`config.mk`:
```
export PLATFORM = sky130hd
export DESIGN_NAME = machine_ctrl
export DESIGN_NICKNAME = d
export VERILOG_FILES = /design/src/rtl/cpu_pkg.sv /design/src/rtl/machine_ctrl.sv
export SDC_FILE = /design/constraint.sdc
export NUM_CORES = 1
export LEC_CHECK = 0
export CAP_MARGIN = 20
export CORE_AREA = 2 2 39 41
export CTS_BUF_LIST = sky130_fd_sc_hd__clkbuf_8
export CTS_CLUSTER_SIZE = 10
export DETAILED_ROUTE_END_ITERATION = 16
export DIE_AREA = 0 0 41 43
export PLACE_DENSITY = 0.66
export SYNTH_ARGS = -nofsm -noshare
export SYNTH_HDL_FRONTEND = slang
export SYNTH_SLANG_ARGS = --single-unit
```
`constraint.sdc`:
```
create_clock -name clk -period 2.2 [get_ports clk]
set_input_delay 0.66 -clock clk [delete_from_list [all_inputs] [get_ports clk]]
set_output_delay 0.66 -clock clk [all_outputs]
set_load 0.01 [all_outputs]
```
`src/rtl/cpu_pkg.sv`:
```
// Shared CPU definitions: opcode encoding, sequencer state encoding and
// the ALU-operation classifier used by the sequencer and the datapath decoder.
package cpu_pkg;

  typedef enum logic [2:0] {
    HLT = 3'b000,
    SKZ = 3'b001,
    ADD = 3'b010,
    AND = 3'b011,
    XOR = 3'b100,
    LDA = 3'b101,
    STO = 3'b110,
    JMP = 3'b111
  } opcode_e;

  typedef enum logic [2:0] {
    ST_IDLE   = 3'd0,
    ST_FETCH1 = 3'd1,
    ST_FETCH2 = 3'd2,
    ST_DECODE = 3'd3,
    ST_OPER   = 3'd4,
    ST_EXEC   = 3'd5,
    ST_WBACK  = 3'd6,
    ST_HALT   = 3'd7
  } state_e;

  // Opcodes that fetch an operand and push it through the ALU into the accumulator.
  function automatic logic is_alu_op(input logic [2:0] op);
    return (op == ADD) || (op == AND) || (op == XOR) || (op == LDA);
  endfunction

endpackage

```
`src/rtl/machine_ctrl.sv`:
```
// Instruction sequencer for the 8-bit accumulator CPU: walks the fetch/decode/execute
// states and decodes the memory, IR, PC, ALU and accumulator strobes from the current state.
module machine_ctrl
  import cpu_pkg::*;
#(
  parameter int USE_RDY = 1,
  parameter int OP_W    = 3
) (
  input  logic            clk,
  input  logic            rst_n,
  input  logic            ena,
  input  logic [OP_W-1:0] opcode,
  input  logic            zero,
  input  logic            mem_rdy,
  output logic            rd,
  output logic            wr,
  output logic            load_ir,
  output logic            ir_lo,
  output logic            inc_pc,
  output logic            load_pc,
  output logic            alu_en,
  output logic            load_acc,
  output logic            data_oe,
  output logic            halt
);

  if (OP_W != 3) begin : g_op_w_check
    $error("machine_ctrl: OP_W must be 3");
  end

  state_e     state_r;
  state_e     next_state_s;
  logic       skip_r;
  logic       rdy_s;
  logic [2:0] op_s;

  assign op_s  = opcode;
  assign rdy_s = (USE_RDY != 0) ? mem_rdy : 1'b1;

  // State register.
  always_ff @(posedge clk or negedge rst_n) begin
    if (!rst_n) begin
      state_r <= ST_IDLE;
    end else begin
      state_r <= next_state_s;
    end
  end

  // SKZ decision: zero is captured once in DECODE so later flag changes cannot alter the skip.
  always_ff @(posedge clk or negedge rst_n) begin
    if (!rst_n) begin
      skip_r <= 1'b0;
    end else if (state_r == ST_DECODE) begin
      skip_r <= (op_s == SKZ) && zero;
    end else begin
      skip_r <= skip_r;
    end
  end

  // Next-state logic; memory states stall until the bus reports ready.
  always_comb begin
    next_state_s = state_r;
    case (state_r)
      ST_IDLE: begin
        if (ena) next_state_s = ST_FETCH1;
        else     next_state_s = ST_IDLE;
      end
      ST_FETCH1: begin
        if (rdy_s) next_state_s = ST_FETCH2;
        else       next_state_s = ST_FETCH1;
      end
      ST_FETCH2: begin
        if (rdy_s) next_state_s = ST_DECODE;
        else       next_state_s = ST_FETCH2;
      end
      ST_DECODE: begin
        if (op_s == HLT) next_state_s = ST_HALT;
        else             next_state_s = ST_OPER;
      end
      ST_OPER: begin
        if (is_alu_op(op_s) && !rdy_s) next_state_s = ST_OPER;
        else                           next_state_s = ST_EXEC;
      end
      ST_EXEC: begin
        next_state_s = ST_WBACK;
      end
      ST_WBACK: begin
        if ((op_s == STO) && !rdy_s) next_state_s = ST_WBACK;
        else if (ena)                next_state_s = ST_FETCH1;
        else                         next_state_s = ST_IDLE;
      end
      ST_HALT: begin
        next_state_s = ST_HALT;
      end
      default: begin
        next_state_s = ST_IDLE;
      end
    endcase
  end

  // Strobe decode; inc_pc in the fetch states fires only on the ready cycle.
  always_comb begin
    rd       = 1'b0;
    wr       = 1'b0;
    load_ir  = 1'b0;
    ir_lo    = 1'b0;
    inc_pc   = 1'b0;
    load_pc  = 1'b0;
    alu_en   = 1'b0;
    load_acc = 1'b0;
    data_oe  = 1'b0;
    halt     = 1'b0;
    case (state_r)
      ST_IDLE: begin
        halt = 1'b0;
      end
      ST_FETCH1: begin
        rd      = 1'b1;
        load_ir = 1'b1;
        ir_lo   = 1'b0;
        inc_pc  = rdy_s;
      end
      ST_FETCH2: begin
        rd      = 1'b1;
        load_ir = 1'b1;
        ir_lo   = 1'b1;
        inc_pc  = rdy_s;
      end
      ST_DECODE: begin
        halt = 1'b0;
      end
      ST_OPER: begin
        case (op_s)
          ADD, AND, XOR, LDA: rd      = 1'b1;
          SKZ:                inc_pc  = skip_r;
          JMP:                load_pc = 1'b1;
          default:            rd      = 1'b0;
        endcase
      end
      ST_EXEC: begin
        case (op_s)
          ADD, AND, XOR, LDA: alu_en = 1'b1;
          SKZ:                inc_pc = skip_r;
          default:            alu_en = 1'b0;
        endcase
      end
      ST_WBACK: begin
        case (op_s)
          ADD, AND, XOR, LDA: load_acc = 1'b1;
          STO: begin
            wr      = 1'b1;
            data_oe = 1'b1;
          end
          default:            load_acc = 1'b0;
        endcase
      end
      ST_HALT: begin
        halt = 1'b1;
      end
      default: begin
        halt = 1'b0;
      end
    endcase
  end

endmodule

```
# Word level (Yosys, flattened, before mapping)
# Index checks and enable logic that the tools add are counted.
[op_classes]
eq_ne = 14
muxes = 20
n_reduce_logical = 12
[ops]
columns = ["operator", "count"]
rows = [
  ["3-bit equality test, second input constant", 8],
  ["3-bit one-hot mux with 8 select lines", 1],
  ["1-bit 2-to-1 mux", 14],
  ["3-bit by 2-bit equality test with 1-bit output, second input constant", 4],
  ["3-bit by 1-bit equality test with 1-bit output, second input constant", 2],
  ["3-bit zero test", 2],
  ["2-bit 2-to-1 mux", 2],
  ["1-bit one-hot mux with 2 select lines", 2],
  ["2-bit OR reduction", 2],
  ["4-bit OR reduction", 1],
  ["1-bit logical AND", 3],
  ["1-bit logical OR", 3],
  ["3-bit 2-to-1 mux", 1],
  ["1-bit zero test", 1],
]
[totals]
ff_bits = 4
inputBits = 8
output_inout_bits = 10
word_cells = 48

# Depth between registers and ports, before layout
# Gate-level depths: netlist (run 1).
[depth]
ltp_word = 7
depth_mapped = 4
mapped_depth_nobuf = 3

# Worst setup path after synthesis (run 1)
# OpenSTA, ideal clock, no wires.
[synth_path]
path_type = "input -> output"
startpoint = "input port opcode[2]"
endpoint = "output port inc_pc"
arrival_time_ns = 1.499
required_ns = 1.540
slack_ns = 0.041
path_stages = 3
n_path_buf = 1
path_cell_list = "buf_2 -> or3b_2 -> o22ai_1"
[synth_between]
elab_chain_cells = 3
[synth_rtl]
columns = ["item", "line_no", "text"]
rows = [
  ["start: declaration", "machine_ctrl.sv:12", "input logic [OP_W-1:0] opcode,"],
  ["3-bit by 1-bit equality test with 1-bit output", "machine_ctrl.sv:133, machine_ctrl.sv:141", ""],
  ["1-bit 2-to-1 mux", "machine_ctrl.sv:133, machine_ctrl.sv:141", ""],
  ["1-bit one-hot mux with 2 select lines", "machine_ctrl.sv:113", "case (state_r)"],
  ["end: declaration", "machine_ctrl.sv:19", "output logic inc_pc,"],
]
# Every way passes these cells.

# Worst setup path after layout (run 1)
[layout_path]
startpoint = "input port opcode[1]"
endpoint = "output port rd"
[layout_between]
elab_chain_cells = 4
word_cells_on_any_way = 7
cone_classes = "eq/ne (4); mux (2); reduce/logical (1)"
[layout_rtl]
columns = ["item", "line_no", "text"]
rows = [
  ["3-bit by 2-bit equality test with 1-bit output / 3-bit equality test (equally long branches)", "machine_ctrl.sv:133", "case (op_s)"],
  ["4-bit OR reduction (*)", "machine_ctrl.sv:133", ""],
  ["1-bit 2-to-1 mux (*)", "machine_ctrl.sv:133", ""],
  ["1-bit one-hot mux with 2 select lines (*)", "machine_ctrl.sv:113", ""],
  ["end: declaration", "machine_ctrl.sv:15", "output logic rd,"],
]
# Mark *: on every way between the ends. The rest lies on a longest branch, timed or not.

==> metrics.cfg, run 1 <==
[outcome]
run_status=complete, no violations

[timing]
fin_skew_ps=1.57
min_period_ps=2150
final-hold-violation-count=0
finalCritPeriodShare=0.979
setup_viol=0
timing.fmax_mhz=464
max-slew-margin-rel=0.832
finalMaxSlewViolations=0
worst_pin_slew_ps=253

[global_routing]
grt_max_degree=11
grt_pass1_wl_mm=1.73
grt_pass1_vias=416
grt-ovfl-total=0
antenna_found_initial=0
track_usage=0.153

[floorplan]
die_area_um2=1760
row_count=14
num_io_pins=18
fp.dieW_um=41
die_h_um=43
start_util=0.294
coreArea_um2=1380

[yosys]
synth_seq_cells=4
synth_area_leader_cell=dfrtp_1
synth_fp_nets=61
synth_area_per_cell_um2=7.67
yosysSeqAreaShare=0.246
synth_top_cell_area_share=0.246
mappedNetlistArea_um2=407
synthCells=53
ys_types=28
synth_area_leaders=dfrtp_1 (25%), nand2_1 (5.5%), a221o_1 (4.9%)
yosysWarnings=0

[place]
place_area_um2=646
io_buffers=17
place_inst=91
hpwl_um=872
routabilityCongestion=0.806

[worst_setup_path]
rrSetupSlack_ps=530
crit_path_start_kind=input port
crit_family=buffers and inverters
cp-end-kind=primary output
cp_num_buf_inv=3
ff2ff_path_depth=5
worstSetupPathType=in -> out
crit_chain=clkdlybuf4s15_1 > buf_6 > xnor2_4 > o32ai_2 > buf_2
reg2reg_to=state_r[0]
r2r_start=state_r[1]
crit_fanout=6
slowest_stage=clkdlybuf4s15_1
slowest_delay_ps=210
crit_arrival_ps=1490
required_ps=1540

[final_layout]
num_antenna_cells=0
layout-drive-gt1-share=0.400
nFillCells=136
final_common_cell=buf_4
layout.nets=90
design_area_um2=728
area_growth_pct=79.1
final_cell_mix=buf_4 (11), nand2_1 (6), nor2_1 (5), clkdlybuf4s50_1 (5), buf_2 (5)
stdcell_count=96

[route]
drt-wirelength-per-cell_um=12.4
postRouteAntennaNets=0
drt_first_pass_iters=4
wl_mm=1.19
drtIter0Drc=8
drc_errors=0
vias=485
viasPerCell=5.05

[cts]
cts_buffer_depth=2
htreeDepth=1
numClockSinks=4
root_buffer=clkbuf_8
cts_tree=yes
cts_buffers=3
path_clk_slew_ps=30
clkLatencyLatePin_ps=220
postCtsHoldBufs=0

[flow_run]
cap_viol_max_count=0

[min_path]
hold_path_class=reg -> reg
min_from=skip_r
hold_depth=1
whs_endpoint=skip_r

[pwr]
power_w=0.000939
p_per_area_nw_per_um2=1290
p_leak_nw=0.350
ir_drop_v=0.000828

==> cell families after synthesis <==
logic type / Yosys count / share of synthesized area
buffers and inverters: 8 / 0.102
flip-flops: 4 / 0.246
AND/OR/NAND/NOR: 26 / 0.357
XOR/XNOR: 4 / 0.0862
AO/OA/AOI/OAI: 11 / 0.209
==> per-stage QoR <==
step	setup WS [ps]	util	hold slack [ps]	TNS, ps
final	47.0	0.526	578	0
after global routing	-0.278	0.526	590	-0.278
after floorplan	41.0	-	364	0
after CTS	1.83	0.509	583	0
after detailed placement	-773	0.467	576	-4220
after global placement	-760	0.467	500	-4320
==> cells in the mapped netlist <==
library cell and n:
xor2_1 2, or4b_1 1, buf_4 2, a22o_1 1
nand3_1 1, buf_2 2, a32oi_1 1, and4bb_2 1
o22a_1 1, o21ai_0 2, o22ai_1 1, xnor2_1 2
nor2_1 5, or3b_2 1, inv_1 2, and3_1 2
or3_1 1, nand3b_1 2, clkbuf_2 1, dfrtp_1 4
nor3_1 3, nor2b_1 3, o32ai_1 1, nand2_1 6
o21a_1 1, clkbuf_1 1, a221o_1 2, a31oi_1 1
==> final cells by class <==
cell class,count,area (um^2),area share
Multi-Input combinational cell,41,313,0.430
Sequential cell,4,103,0.141
Timing Repair Buffer,30,244,0.335
Tap cell,16,20.0,0.0275
Clock buffer,3,41.3,0.0567
Inverter,2,7.51,0.0103
==> metal layers <==
| layer | GRT usage | up-vias | wire [um] |
|---|---|---|---|
| li1 | - | 243 | - |
| met1 | 0.203 | 222 | 532 |
| met2 | 0.203 | 16 | 553 |
| met3 | 0.0157 | 4 | 56 |
| met4 | 0.140 | 0 | 47 |
| met5 | 0 | - | 0 |
==> report_power, final <==
| part | switching (W) | internal [W] |
|---|---|---|
| clock | 0.0000380 | 0.000117 |
| combinational | 0.000260 | 0.000340 |
| sequential | 0.0000697 | 0.000114 |
| total | 0.000368 | 0.000571 |
==> what timing repair did <==
action | 4_1_cts | 5_1_grt
pin swaps | 4 | 1
buffers inserted | 0 | 2
endpoints found under the setup margin | 9 | 8
gates resized for setup | 33 | 11
==> registers in the layout (all words and copies together) (netlist names) <==
name / count
state_r: 3
skip_r: 1
==> worst max path at each step <==
stage                           from  endpoint  slack, ps  depth (start not counted)
after global routing       opcode[1]  load_acc       -0.3                          5
after CTS                 state_r[0]     ir_lo          2                          3
final                      opcode[1]        rd         50                          5
after global placement     opcode[0]    inc_pc       -760                          4
after floorplan            opcode[2]    inc_pc         40                          3
after detailed placement   opcode[0]    inc_pc       -770                          4
(Power assumes the default switching activity.)
==> inputs of run 2 (changes only) <==
- ABC_AREA: default -> 1
- PLACE_DENSITY: 0.66 -> 0.62
==> run 2 against run 1 <==
Final cell count increased by 17%. Global-route usage increased by 2.2 points. Non-clock buffer count increased by 2. Power decreased by 19%. Via count increased by 2.5%. Clock skew increased by 4.7 ps. Flip-flop and latch count unchanged. Critical path type is now reg -> out.
==> metrics.cfg, run 2 <==
[outcome]
run_status=complete, no violations

[cts]
cts_buffers=3
postCtsHoldBufs=0
numClockSinks=4
cts_tree=yes
path_clk_slew_ps=40
clkLatencyLatePin_ps=230
htreeDepth=1
cts_buffer_depth=2
root_buffer=clkbuf_8

[yosys]
synth_edf_count=0
synthMostInstantiatedCell=nand2_1
mappedNetlistArea_um2=363
postSynth.asyncResetShare=1.00
synth_fp_nets=70
synth_area_per_cell_um2=5.85
yosys-top-cells-count=nand2_1 (19), inv_1 (11), nor2_1 (7), nand3_1 (6), dfrtp_1 (4)
synth_seq_cells=4
synthCells=62
yosysWarnings=0
synth_area_leaders=dfrtp_1 (28%), nand2_1 (20%), inv_1 (11%)
ys.flop_type=dfrtp_1
synth_top_cell_area_share=0.276
ys_types=18
synth_area_leader_cell=dfrtp_1
yosysSeqAreaShare=0.276

[floorplan]
die_area_um2=1760
num_io_pins=18
coreArea_um2=1380
die_h_um=43
start_util=0.262
row_count=14
fp.dieW_um=41

[worst_setup_path]
worstSetupPathType=reg -> out
crit_chain=nand2_1 > nor2_2 > clkdlybuf4s50_1
slowest_delay_ps=540
required_ps=1540
crit_arrival_ps=1470
cp-end-kind=primary output
slowest_stage=clkdlybuf4s50_1
crit_path_start_kind=flip-flop
crit_fanout=6

[place]
place_inst=103
io_buffers=17
routabilityCongestion=0.841
hpwl_um=848

[global_routing]
grt_pass1_wl_mm=2.07
track_usage=0.174
antenna_found_initial=0
grt-ovfl-total=0
grt_pass1_vias=477
grt_max_degree=7

[timing]
fin_skew_ps=6.28
rsz0062_at_grt=yes
final-hold-violation-count=0
holdWs_ps=543
finalCritPeriodShare=0.967
finalMaxSlewViolations=0
max-slew-margin-rel=0.866
setup_viol=0
fin_tns_setup_ps=0
worst_pin_slew_ps=201
timing.fmax_mhz=470
min_period_ps=2130

[pwr]
p_per_area_nw_per_um2=1100
ir_drop_v=0.000549
power_w=0.000763
p_leak_nw=0.367

[min_path]
hold_path_class=reg -> reg

[final_layout]
final_core_util=0.503
final_common_cell=nand2_1
layout-drive-gt1-share=0.417
area_growth_pct=91.7
layout.nets=106
reg_top3=state_r x3, skip_r x1
largest_reg_flops=3
final_cell_mix=nand2_1 (17), buf_4 (15), inv_1 (10)
stdcell_count=112
top_register=state_r
seq_area_um2=101
nFillCells=140
num_antenna_cells=0
multi_input_area_um2=228

[route]
drt_first_pass_iters=4
viasPerCell=4.44
drt-wirelength-per-cell_um=11.1
wl_mm=1.24
vias=497
drtIter0Drc=7
drc_errors=0
postRouteAntennaNets=0

[flow_run]
cap_viol_max_count=0

[run 2: cell type report]
class                   count  area share
clock buffers               3      0.0594
inverters                  13      0.0701
repair buffers             32       0.369
flip-flops and latches      4       0.146
well taps                  16      0.0288
multi-input cells          44       0.327
[run 2: metal layers]
layer  wire length, um  global-route usage  part of all wire  up-vias
li1                  -                   -                 -      263
met1               553               0.224              0.44      214
met2               579               0.266              0.47       18
met3                81              0.0209             0.065        2
met4                29               0.100             0.023        0
met5                 0                   0                 0        -
[run 2: report_power, final]
group / leakage, nW / switching [W] / total [W] / internal [W]
Sequential: 0.0494 / 0.0000330 / 0.000145 / 0.000112
Combinational: 0.296 / 0.000253 / 0.000455 / 0.000202
Clock: 0.0216 / 0.0000460 / 0.000163 / 0.000117
[run 2: worst paths after layout]
| kind | cells after the start | startpoint | slack [ps] | to |
|---|---|---|---|---|
| worst min-delay path | 2 | skip_r | 540 | skip_r |
| max in group asynchronous | 1 | rst_n | 1370 | state_r[1] |
| worst max register to register | 8 | state_r[0] | 1050 | state_r[1] |
| min in group asynchronous | 1 | rst_n | 640 | state_r[2] |
| worst max-delay path | 3 | state_r[1] | 70 | halt |
| worst min register to register | 2 | skip_r | 540 | skip_r |
[run 2: cell families (layout without fill, tap and decap cells)]
group,after synthesis,after routing,synth area share
and+or+nand+nor,37,37,0.448
buffers and inverters,14,48,0.155
AOI/OAI and AO/OA,7,7,0.121
DFF,4,4,0.276
[run 2: worst max-delay path: cells and delay by family, from the launching register on]
kind                   cells  cell delay, ps
and+or+nand+nor            2             290
buffers and inverters      1             540
DFF                        1             420
[run 2: repair_timing]
item | in CTS | in global routing
setup buffers | 6 | 0
endpoints found under the setup margin | 9 | 7
pin swaps | 2 | 0
gates resized for setup | 37 | 4
[run 2: per-stage QoR]
| stage | setup slack [ps] | cell area, um^2 |
|---|---|---|
| after global routing | -13.4 | 696 |
| after floorplan | 347 | 363 |
| after global placement | -624 | 613 |
| after detailed placement | -603 | 613 |
| final | 71.5 | 696 |
| after CTS | 4.28 | 702 |
==> inputs of run 3 (changes only) <==
- ABC_AREA: 1 -> default
- PLACE_DENSITY: 0.62 -> 0.66
==> results of run 3 <==
The final DEF is identical to that of run 1; final timing and power are the same.
